--- src/rtl/em_pkg.sv ---
// Shared definitions for the instruction sequencer.
//   - INSTR_W / DATA_W : instruction word and stack word widths
//   - opcode_e         : values of instr[15:12]
//   - state_e          : sequencer FSM states
//   - fault_e          : sticky fault codes reported on the fault output
package em_pkg;

  localparam int INSTR_W = 16;
  localparam int DATA_W  = 256;
  localparam int OPC_W   = 4;
  localparam int IMM_W   = 12;

  typedef enum logic [3:0] {
    OP_NOP   = 4'h0,
    OP_PUSHI = 4'h1,
    OP_POP   = 4'h2,
    OP_ADD   = 4'h3,
    OP_JMP   = 4'h4,
    OP_JZ    = 4'h5,
    OP_HALT  = 4'hF
  } opcode_e;

  typedef enum logic [2:0] {
    ST_RESET = 3'd0,
    ST_FETCH = 3'd1,
    ST_EXEC  = 3'd2,
    ST_WB    = 3'd3,
    ST_HALT  = 3'd4
  } state_e;

  typedef enum logic [1:0] {
    FAULT_NONE      = 2'd0,
    FAULT_UNDERFLOW = 2'd1,
    FAULT_OVERFLOW  = 2'd2,
    FAULT_ILLEGAL   = 2'd3
  } fault_e;

endpackage

--- src/rtl/control_unit.sv ---
// Instruction sequencer between the program ROM and the operand stack.
// Each instruction is fetched (FETCH), decoded and checked (EXEC) and, for
// ADD only, completed by a write-back cycle (WB). Stack occupancy is tracked
// here so illegal pops/pushes are stopped before any strobe reaches the stack.
//
// Ports:
//   clk             : clock, rising edge
//   rst             : asynchronous reset, active low
//   instr           : ROM word for the pc presented in the previous cycle
//   top0 / top1     : stack preview, top and second-from-top entries
//   pc_inc, pc_load : program counter controls (never both high)
//   pc_load_val     : jump target, valid with pc_load
//   stack_push      : push stack_push_data this cycle
//   stack_push_data : word to push (zero when not pushing)
//   stack_pop       : number of entries popped this cycle
//   depth           : current stack occupancy
//   halted          : sequencer stopped (HALT instruction or fault)
//   fault           : sticky fault code (see em_pkg::fault_e)
//   state_dbg       : current FSM state, for observation only
//
// Handshake: there is no back-pressure. Every strobe is a single-cycle
// command that the pc register and the stack must act on at the next rising
// edge; depth is updated on that same edge.
module control_unit
  import em_pkg::*;
#(
  parameter  int PC_W        = 11,
  parameter  int STACK_DEPTH = 128,
  localparam int DEPTH_W     = $clog2(STACK_DEPTH) + 1
) (
  input  logic               clk,
  input  logic               rst,
  input  logic [INSTR_W-1:0] instr,
  input  logic [DATA_W-1:0]  top0,
  input  logic [DATA_W-1:0]  top1,
  output logic               pc_inc,
  output logic               pc_load,
  output logic [PC_W-1:0]    pc_load_val,
  output logic               stack_push,
  output logic [DATA_W-1:0]  stack_push_data,
  output logic [2:0]         stack_pop,
  output logic [DEPTH_W-1:0] depth,
  output logic               halted,
  output logic [1:0]         fault,
  output state_e             state_dbg
);

  state_e               state_q, state_d;
  logic [DEPTH_W-1:0]   depth_q, depth_d;
  logic [1:0]           fault_q, fault_d;
  logic [DATA_W-1:0]    sum_q, sum_d;

  logic [OPC_W-1:0]     opcode;
  logic [IMM_W-1:0]     imm;
  logic [2:0]           pop_n;
  logic [PC_W-1:0]      jump_target;

  assign opcode      = instr[INSTR_W-1 -: OPC_W];
  assign imm         = instr[IMM_W-1:0];
  assign pop_n       = imm[2:0];
  // Truncates when PC_W < 12, zero-extends when PC_W > 12.
  assign jump_target = PC_W'(imm);

  always_ff @(posedge clk or negedge rst) begin
    if (!rst) begin
      state_q <= ST_RESET;
      depth_q <= '0;
      fault_q <= '0;
      sum_q   <= '0;
    end else begin
      state_q <= state_d;
      depth_q <= depth_d;
      fault_q <= fault_d;
      sum_q   <= sum_d;
    end
  end

  always_comb begin
    state_d         = state_q;
    depth_d         = depth_q;
    fault_d         = fault_q;
    sum_d           = sum_q;
    pc_inc          = 1'b0;
    pc_load         = 1'b0;
    pc_load_val     = '0;
    stack_push      = 1'b0;
    stack_push_data = '0;
    stack_pop       = '0;

    case (state_q)
      ST_RESET: state_d = ST_FETCH;

      ST_FETCH: state_d = ST_EXEC;

      ST_EXEC: begin
        state_d = ST_FETCH;
        // Each branch checks occupancy first; a failed check issues no
        // strobe at all and parks the FSM in HALT.
        case (opcode)
          OP_NOP: pc_inc = 1'b1;

          OP_PUSHI: begin
            if (depth_q < DEPTH_W'(STACK_DEPTH)) begin
              stack_push      = 1'b1;
              stack_push_data = DATA_W'(imm);
              pc_inc          = 1'b1;
              depth_d         = depth_q + DEPTH_W'(1);
            end else begin
              fault_d = FAULT_OVERFLOW;
              state_d = ST_HALT;
            end
          end

          OP_POP: begin
            if (depth_q >= DEPTH_W'(pop_n)) begin
              stack_pop = pop_n;
              pc_inc    = 1'b1;
              depth_d   = depth_q - DEPTH_W'(pop_n);
            end else begin
              fault_d = FAULT_UNDERFLOW;
              state_d = ST_HALT;
            end
          end

          OP_ADD: begin
            // The sum is registered so the wide adder never sits on the
            // stack write path; the push happens from sum_q in WB.
            if (depth_q >= DEPTH_W'(2)) begin
              stack_pop = 3'd2;
              sum_d     = top0 + top1;
              depth_d   = depth_q - DEPTH_W'(2);
              state_d   = ST_WB;
            end else begin
              fault_d = FAULT_UNDERFLOW;
              state_d = ST_HALT;
            end
          end

          OP_JMP: begin
            pc_load     = 1'b1;
            pc_load_val = jump_target;
          end

          OP_JZ: begin
            if (depth_q >= DEPTH_W'(1)) begin
              stack_pop = 3'd1;
              depth_d   = depth_q - DEPTH_W'(1);
              if (top0 == '0) begin
                pc_load     = 1'b1;
                pc_load_val = jump_target;
              end else begin
                pc_inc = 1'b1;
              end
            end else begin
              fault_d = FAULT_UNDERFLOW;
              state_d = ST_HALT;
            end
          end

          OP_HALT: state_d = ST_HALT;

          default: begin
            fault_d = FAULT_ILLEGAL;
            state_d = ST_HALT;
          end
        endcase
      end

      ST_WB: begin
        stack_push      = 1'b1;
        stack_push_data = sum_q;
        pc_inc          = 1'b1;
        depth_d         = depth_q + DEPTH_W'(1);
        state_d         = ST_FETCH;
      end

      ST_HALT: state_d = ST_HALT;

      default: state_d = ST_HALT;
    endcase
  end

  assign depth     = depth_q;
  assign fault     = fault_q;
  assign halted    = (state_q == ST_HALT);
  assign state_dbg = state_q;

endmodule

--- config.mk ---
export PLATFORM = sky130hd
export DESIGN_NAME = control_unit
export DESIGN_NICKNAME = d
export VERILOG_FILES = /design/src/rtl/em_pkg.sv /design/src/rtl/control_unit.sv
export SDC_FILE = /design/constraint.sdc
export NUM_CORES = 1
export LEC_CHECK = 0
export CORE_ASPECT_RATIO = 0.7
export CORE_MARGIN = 2
export CORE_UTILIZATION = 30
export CTS_CLUSTER_DIAMETER = 80
export DETAILED_ROUTE_END_ITERATION = 10
export PLACE_DENSITY_LB_ADDON = 0.1
export SYNTH_ARGS = -nofsm -noshare
export SYNTH_HDL_FRONTEND = slang
export SYNTH_SLANG_ARGS = --single-unit
--- constraint.sdc ---
create_clock -name clk -period 3.9 [get_ports clk]
set_input_delay 0.39 -clock clk [delete_from_list [all_inputs] [get_ports clk]]
set_output_delay 0.39 -clock clk [all_outputs]
set_load 0.005 [all_outputs]
### Word level (Yosys, flattened, before mapping)

Cells that the tools add are included.

| word-level totals | value |
|---|---|
| input port bits | 530 |
| logic and storage cells | 84 |
| register bits | 269 |
| output and inout port bits | 287 |

| operators by class | value |
|---|---|
| equal/unequal tests | 19 |
| multiplexer cells | 41 |
| bitwise operators | 1 |
| reduce and logical (&&, ||, !) cells | 10 |
| magnitude comparators | 4 |
| add/subtract/negate cells | 5 |

Operator list:

| kind | number |
|---|---|
| $pmux W256 S2 | 1 |
| $add A256 B256 Y256 | 1 |
| $logic_not A256 Y1 | 1 |
| $mux W11 | 3 |
| $mux W8 | 4 |
| $pmux W8 S4 | 1 |
| $mux W12 | 2 |
| $pmux W11 S2 | 1 |
| $mux W3 | 6 |
| $pmux W3 S3 | 2 |
| $pmux W8 S2 | 1 |
| $pmux W3 S5 | 1 |
| $ne A3 B3 Y1 const B | 4 |
| $reduce_and A6 Y1 | 2 |
| $mux W2 | 5 |
| $pmux W2 S5 | 1 |
| $mux W1 | 9 |
| $add A8 B1 Y8 const B | 1 |
| $eq A4 B2 Y1 const B | 2 |
| $eq A4 B3 Y1 const B | 2 |
| $ge A8 B1 Y1 const B | 1 |
| $ge A8 B2 Y1 const B | 1 |
| $ge A8 B3 Y1 | 1 |
| $lt A8 B8 Y1 const B | 1 |
| other kinds (19) | 26 |

### Longest topological paths before layout

Gate-level depths: netlist (run 1).

| depth | value |
|---|---|
| depth after elaboration | 5 |
| mapped depth | 15 |
| depth with buffers taken out | 14 |

### Worst setup path after synthesis (run 1)

Ideal clock, no wire load.

| path | value |
|---|---|
| kind | in2reg |
| start point | input port top0[0] |
| end point | register sum_q[168] |
| stages on the path | 14 |
| arrival time | 3.297 ns |
| setup time | 0.133 ns |
| path slack | 0.470 ns |
| required time | 3.767 ns |
| buffers on the path | 0 |
| cells stage by stage | ha_1 fa_1 a211oi_1 o211ai_1 a21boi_1 nand2_1 a31o_2 a31oi_1 o21a_1 nand2b_1 o21ai_0 a211oi_1 xor2_1 o21ai_0 |

| on the way | value |
|---|---|
| word-level cells in the longest chain between the ends | 1 |

Ends and longest elaborated chain:

| element | RTL line | source |
|---|---|---|
| start, declared | control_unit.sv:34 | `input logic [DATA_W-1:0] top0,` |
| $add A256 B256 Y256 | control_unit.sv:130 | `sum_d = top0 + top1;` |
| end signal, assigned | control_unit.sv:74 | `sum_q <= sum_d;` |
| end, declared | control_unit.sv:51 | `logic [DATA_W-1:0] sum_q, sum_d;` |

No other way between the ends.
A chain may end at the register's enable or synchronous reset.

### Worst setup path in the final report (run 1)

| path | value |
|---|---|
| start point | input port top0[103] |
| end point | register sum_q[251] |

The elaborated chain is that of the path after synthesis.

==> results of run 1 <==
[cell usage in the layout (no fill, tap or decap), types with 105 or more instances in the layout]
master	synthesis	final
o21ai_0	546	519
dfrtp_1	269	268
buf_4	1	1629
and3_1	260	258
clkdlybuf4s50_1	0	751
a21oi_1	543	514
nand2_1	649	643
ha_1	265	232
xnor2_1	141	138
nand4_1	202	202
xor2_1	106	105
nor2_1	355	344
[state kept, by name, summed over array words and instances (netlist names)]
name       count
sum_q        256
depth          8
state_dbg      3
fault          2
[cells by family (layout without fill, tap and decap cells)]
family	count (synthesis)	count (layout)	synth area share [%]
AND/OR/NAND/NOR	1864	1864	27.4
buffers and inverters	389	2655	4.78
multiplexers	5	5	0.163
other	0	4	0
adder cells (fa/ha/maj)	267	267	10.2
AO/OA/AOI/OAI	1659	1659	30.4
flip-flops	269	269	20.4
XOR/XNOR	247	247	6.57
[layer usage]
| metal | up-vias | GRT usage (%) | part of all wire [%] |
|---|---|---|---|
| met1 | 22600 | 58.5 | 48 |
| met4 | 2 | 7.27 | 2.1 |
| met3 | 208 | 8.21 | 10 |
| met5 | - | 0 | 0.0059 |
| met2 | 2245 | 52.1 | 39 |
| li1 | 21800 | - | - |
[through the flow]
| step | worst slack (ns) | power [W] | utilization [%] | hold WS (ns) |
|---|---|---|---|---|
| after floorplan | 0.470 | 0.00634 | - | 0.0944 |
| after global placement | -1.18 | 0.0110 | 50.0 | 0.443 |
| after detailed placement | -1.18 | 0.0110 | 50.0 | 0.458 |
| after CTS | -0.0445 | 0.0152 | 51.8 | 0.406 |
| after global routing | -0.132 | 0.0162 | 52.7 | 0.416 |
| final | -0.0309 | 0.0155 | 52.7 | 0.368 |
[final cells by class]
| class | count | area share (%) |
|---|---|---|
| inverter | 105 | 0.688 |
| clock buffer | 52 | 1.98 |
| sequential | 269 | 11.8 |
| antenna | 4 | 0.0175 |
| tap | 1442 | 3.15 |
| multi-input combinational | 4042 | 45.2 |
| clock inverter | 23 | 0.493 |
| timing repair buffer | 2475 | 36.7 |
[where the power goes]
part           switching (W)  internal (W)
registers           0.000224       0.00302
logic                0.00451       0.00370
clock network        0.00177       0.00231
total                0.00650       0.00902
[what timing repair did]
| item | 4_1_cts | 5_1_grt |
|---|---|---|
| setup endpoints to repair | 107 | 116 |
| hold buffers | 1 | 0 |
| pin swaps | 24 | 68 |
| resized for setup | 101 | 214 |
| endpoints found under the hold margin | 78 | 0 |
| buffers inserted | 8 | 11 |
[worst paths after layout]
kind	cells after the start	to	slack, ns
worst max-delay path	15	sum_q[251]	-0.03
min in group asynchronous	2	sum_q[55]	0.41
worst min register to register	2	sum_q[160]	0.47
worst min-delay path	4	sum_q[50]	0.37
max in group asynchronous	3	sum_q[197]	2.51
worst max register to register	8	sum_q[113]	0.39
[worst min-delay path, stage by stage]
cell and delay (ns):
dlymetal6s2s_1 0.11, ha_1 0.24, xnor2_1 0.14, o21ai_0 0.06
==> metrics.md, run 1 <==
| Metric | Value |
|---|---|
| Cell taking the most area after synthesis | dfrtp_1 |
| Area of the multi-input gates | 25900 um^2 |
| Syn_nets | approximately 5500 |
| Setup_tns | -0.0558 ns |
| Max-Cap Viols | 0 |
| RR Startpoint | depth[3] |
| # fillers | about 11000 |
| Least-Margin Pin Slew | 1.00 ns |
| First-pass GRT wire length | 310 mm |
| Crit. End Element | flop |
| Clock Sinks | 269 |
| Drt drc | 0 |
| Failing checks | negative setup slack |
| Core Footprint | 109000 um^2 |
| Final instance area | ~57000 um^2 |
| Area after DPL | about 54000 um^2 |
| Row cnt | 101 |
| Vias in the first global route | about 44000 |
| TritonCTS buffer count | 41 |
| Max FO, Critical Path | 5 |
| Unique masters post-synth | 97 |
| Total iterations of the first detailed-routing run | 8 |
| Slowest cell on crit path | clkdlybuf4s50_1 |
| Critical-path cell list | clkdlybuf4s50_1, ha_2, nand4_1, or2_4, nor3_4, and3_4, nand3_1, o2111ai_4, o2111a_2, nand3_2, a211o_1, a41oi_4, buf_12, mux2i_1, nand3_1 |
| Top cell type's share of synthesized area | 20.4% |
| Max Buffers Root-to-Sink | 3 |
| Largest net degree at the start of global routing | 163 |
| Cell family with most CP delay | simple AND/OR/NAND/NOR gates |
| DR WL/cell | ~26 um |
| WP data arrival | 4.46 ns |
| Pins Over Slew Limit | 0 |
| Most frequent cell after synthesis | nand2_1 |
| Crit path top cell by count | nand3_1 |
| Worst Setup SP | top0[103] |
| Gr ovfl total | 0 |
| Final Skew | roughly 0.029 ns |
| HP Class | input port to flop |
| Mapped cell area | ~33000 um^2 |
| Number of flops mapped to enable cells by yosys | 0 |
| Leading post-synthesis cells by cell area | dfrtp_1, ha_1, o21ai_0, a21oi_1, nand2_1 |
| Startpoint types | input port |
| DP Wirelength | 190 mm |
| Share of layout cells above drive strength 1 | 28.5% |
| Final Cycle Share | 101% |
| Crit path buf inv count | 2 |
| Vias per inst | 5.57 |
| Final min period | 3.93 ns |
| Status | complete, but fails checks |
| P_leak | 26.3 nW |
| DRT antenna net count | 0 |
| Final hold violation count | 0 |
| Max IR drop VDD | 351 uV |
| IO buf count | 816 |
| Detailed Route Iter0 Violations | 5541 |
| Synth Register Bits | 269 |
| GPL Wtd Cong | approximately 1.0 |
| PwrDens | 271 nW/um^2 |
| GR Util All Layers | 37.7% |
| Post-Syn Area per Cell | 7.01 um^2 |
| Vias | 46800 |
| Post-Layout Cell Count | 8412 |
| CTS tree | yes |
| Initial antenna violation count | 8 |
| Crit Path Category | input port to flop |
| Root buffer cell | clkbuf_16 |
| Required time of the critical path | around 4.4 ns |
| Post-Route WL | 221 mm |
| Ys async rst share | 100% |
| Hold Startpoint | top0[50] |
| Slew HR | 33.1% |
| Sequential cell area fraction in the yosys report | 20.4% |
| CTS clk-pin slew, worst paths | ~0.07 ns |
| IO Pins | between 800 and 900 |
| Top FF cell, synth | dfrtp_1 |
| Register area | 6740 um^2 |
| Full die area | 112000 um^2 |
| Placed cell count | roughly 8300 |
| H-tree depth | 2 |
| Starting Density | 30.3% |
| List of most frequent post-synthesis cells | nand2_1, o21ai_0, a21oi_1 |
| CP peak stage delay | 0.46 ns |
| Fmax | around 250 MHz |
| Synth warn | 0 |
| Post-route setup slack | -0.0309 ns |
| Clock Latency Late Sink | between 0.6 and 0.7 ns |
| Gate Count Post-Synth | 4700 |
| Die H | between 200 and 300 um |
| Setup violations, final | 2 |
| Area grow syn2layout | 74.0% |
| # nets final | 7731 |
| RSZ-0062 raised after global routing | yes |
| Die Wd | between 300 and 400 um |
Power figures use the tool's default switching activity.
==> inputs of run 2 (changes only) <==
--- a/config.mk
+++ b/config.mk
@@ -10,7 +10,9 @@
 export CORE_UTILIZATION = 30
 export CTS_CLUSTER_DIAMETER = 80
 export DETAILED_ROUTE_END_ITERATION = 10
+export MAX_ROUTING_LAYER = met4
 export PLACE_DENSITY_LB_ADDON = 0.1
+export SLEW_MARGIN = 20
 export SYNTH_ARGS = -nofsm -noshare
 export SYNTH_HDL_FRONTEND = slang
 export SYNTH_SLANG_ARGS = --single-unit
==> run 2 against run 1 <==
Effect of this change: the flow now finishes without violations; total power down 2.4%; sequential power about the same; sequential share of layout area up 0.074 points; die area unchanged; register-to-register slack better by 0.03 ns; non-clock buffer count down 26; critical path type is now input port to output port; largest cell class unchanged; largest power group unchanged.
==> metrics.md, run 2 (synthesis results as in run 1) <==
| Metric | Value |
|---|---|
| Detailed Route Iter0 Violations | 5476 (was 5541) |
| Core Util, Final | 52.4% (was 52.7%) |
| Max FO, Critical Path | 5 (unchanged) |
| Initial antenna violation count | 9 (was 8) |
| CTS clk-pin slew, worst paths | 0.06 ns (was 0.07 ns) |
| CTS tree | yes (unchanged) |
| Final Cycle Share | 99.8% (was 101%) |
| Area grow syn2layout | 72.9% (was 74.0%) |
| Fmax | 257 MHz (was 254 MHz) |
| Clock Sinks | 269 (unchanged) |
| Final hold violation count | 0 (unchanged) |
| Vias | 46900 (was 46800) |
| DR WL/cell | 26.5 um (was 26.2 um) |
| Max reg flops | 256 (unchanged) |
| Commonest cells after routing, fill and taps aside | buf_4, clkdlybuf4s50_1, nand2_1, o21ai_0, a21oi_1 (unchanged) |
| Most common cell after layout, fill and taps aside | buf_4 (unchanged) |
| Core Footprint | 109000 um^2 (unchanged) |
| P_int | 0.00878 W (was 0.00902 W) |
| Status | completed (was complete, but fails checks) |
| Vias per inst | 5.60 (was 5.57) |
| IO buf count | 816 (unchanged) |
| TritonCTS buffer count | 38 (was 41) |
| DP Wirelength | 191 mm (was 190 mm) |
| Largest Register | sum_q (unchanged) |
| Gr ovfl total | 0 (unchanged) |
| Final instance area | 56900 um^2 (was 57300 um^2) |
| Full die area | 112000 um^2 (unchanged) |
| PwrDens | 266 nW/um^2 (was 271 nW/um^2) |
| Clock Latency Late Sink | 0.62 ns (was 0.64 ns) |
| Crit. End Element | output port (was flop) |
| Die H | 281 um (unchanged) |
| Power, Total | 0.0151 W (was 0.0155 W) |
| Max-Cap Viols | 0 (unchanged) |
| GR Util All Layers | 38.8% (was 37.7%) |
| Share of layout cells above drive strength 1 | 28.0% (was 28.5%) |
| Final Skew | 0.0196 ns (was 0.0285 ns) |
| Max Buffers Root-to-Sink | 3 (unchanged) |
| Startpoint types | input port (unchanged) |
| Post-Layout Cell Count | 8380 (was 8412) |
| IO Pins | 817 (unchanged) |
| First-pass GRT wire length | 311 mm (was 310 mm) |
| Required time of the critical path | 3.51 ns (was 4.43 ns) |
| Drt drc | 0 (unchanged) |
| HP Class | input port to asynchronous set/reset pin (was input port to flop) |
| Reg power frac | 21.2% (was 20.9%) |
| Least-Margin Pin Slew | 0.872 ns (was 1.00 ns) |
| Setup_tns | 0 ns (was -0.0558 ns) |
| Starting Density | 30.3% (unchanged) |
| WP data arrival | 3.50 ns (was 4.46 ns) |
| H-tree depth | 2 (unchanged) |
| GPL Wtd Cong | 1.09 (was 1.05) |
| DRT antenna net count | 0 (unchanged) |
| Post-Route WL | 222 mm (was 221 mm) |
| Placed cell count | 8295 (was 8314) |
| Total iterations of the first detailed-routing run | 8 (unchanged) |
| Sw frac | 42.0% (was 41.9%) |
| Power share of the combinational group | 54.1% (was 52.8%) |
| Max IR drop VDD | 373 uV (was 351 uV) |
| Largest net degree at the start of global routing | 165 (was 163) |
| Root buffer cell | clkbuf_16 (unchanged) |
| Share of power burned in the clock network | 24.7% (was 26.3%) |
| RSZ-0062 raised after global routing | yes (unchanged) |
| Final min period | 3.89 ns (was 3.93 ns) |
| Row cnt | 101 (unchanged) |
| Die Wd | 400 um (unchanged) |
| Slew HR | 41.2% (was 33.1%) |
| Vias in the first global route | 44200 (about the same) |
| Crit Path Category | input port to output port (was input port to flop) |
| P_leak | 26.2 nW (was 26.3 nW) |
| Pins Over Slew Limit | 0 (unchanged) |
| Net Sw Power | 0.00637 W (was 0.00650 W) |
| # nets final | 7702 (was 7731) |
| Area after DPL | 54200 um^2 (was 54300 um^2) |
| Setup violations, final | 0 (was 2) |
run 2: worst max-delay path, cell delays in order:
cell             delay, ns
clkdlybuf4s15_2       0.26
buf_4                 0.18
nor4_4                0.40
buf_4                 0.19
nand4_1               0.11
buf_6                 0.16
nor4_4                0.24
buf_4                 0.21
nand4_1               0.12
buf_6                 0.16
o22ai_4               0.13
nand2_2               0.10
inv_4                 0.09
buf_12                0.12
and2_1                0.13
clkdlybuf4s50_1       0.49
run 2: cell type report:
class / instances / area [um^2]
well taps: 1442 / 1800
multi-input cells: 4042 / 25900
repair buffers: 2449 / 20900
clock inverters: 20 / 228
diodes: 6 / 15.0
clock buffers: 47 / 1040
fillers: 10900 / 51700
flip-flops and latches: 269 / 6740
inverters: 105 / 397
run 2: metrics by stage:
stage / hold slack (ns) / setup WS (ns)
floorplan: 0.0944 / 0.470
global placement: 0.443 / -1.25
detailed placement: 0.453 / -1.25
CTS: 0.427 / 0.000127
global route: 0.455 / -0.101
finish: 0.427 / 0.00803
run 2: path summary, 6_finish.rpt:
check	from	end	slack, ns	cells after the start
min in group clk	top0[22]	sum_q[22]	0.43	4
max in group asynchronous	rst	sum_q[193]	2.58	3
min reg2reg	sum_q[160]	sum_q[160]	0.47	2
min	rst	sum_q[39]	0.43	2
max reg2reg	depth[5]	depth[0]	0.42	11
max	top0[6]	pc_load_val[5]	0.008	16
run 2: metal layers:
| layer | vias up | routed length [um] | track usage (%) |
|---|---|---|---|
| met1 | 22800 | 108000 | 58.6 |
| met4 | 0 | 4910 | 7.67 |
| met2 | 2234 | 87700 | 52.5 |
| met5 | - | 0 | - |
| met3 | 189 | 21100 | 7.61 |
| li1 | 21700 | - | - |
run 2: power groups by stage:
stage	combinational [W]	sequential (W)	clock [W]
final	0.00820	0.00322	0.00373
after global routing	0.00866	0.00323	0.00389
after CTS	0.00784	0.00321	0.00380
after detailed placement	0.00775	0.00326	0
after global placement	0.00775	0.00326	0
after floorplan	0.00317	0.00316	0
run 2: what timing repair did:
action                                 CTS  global route
pin swaps                               26            55
gates cloned                             1             0
gates resized for setup                 97           219
hold buffers                             1             0
setup buffers                            3             9
endpoints found under the hold margin   69             0
setup endpoints to repair              101           119
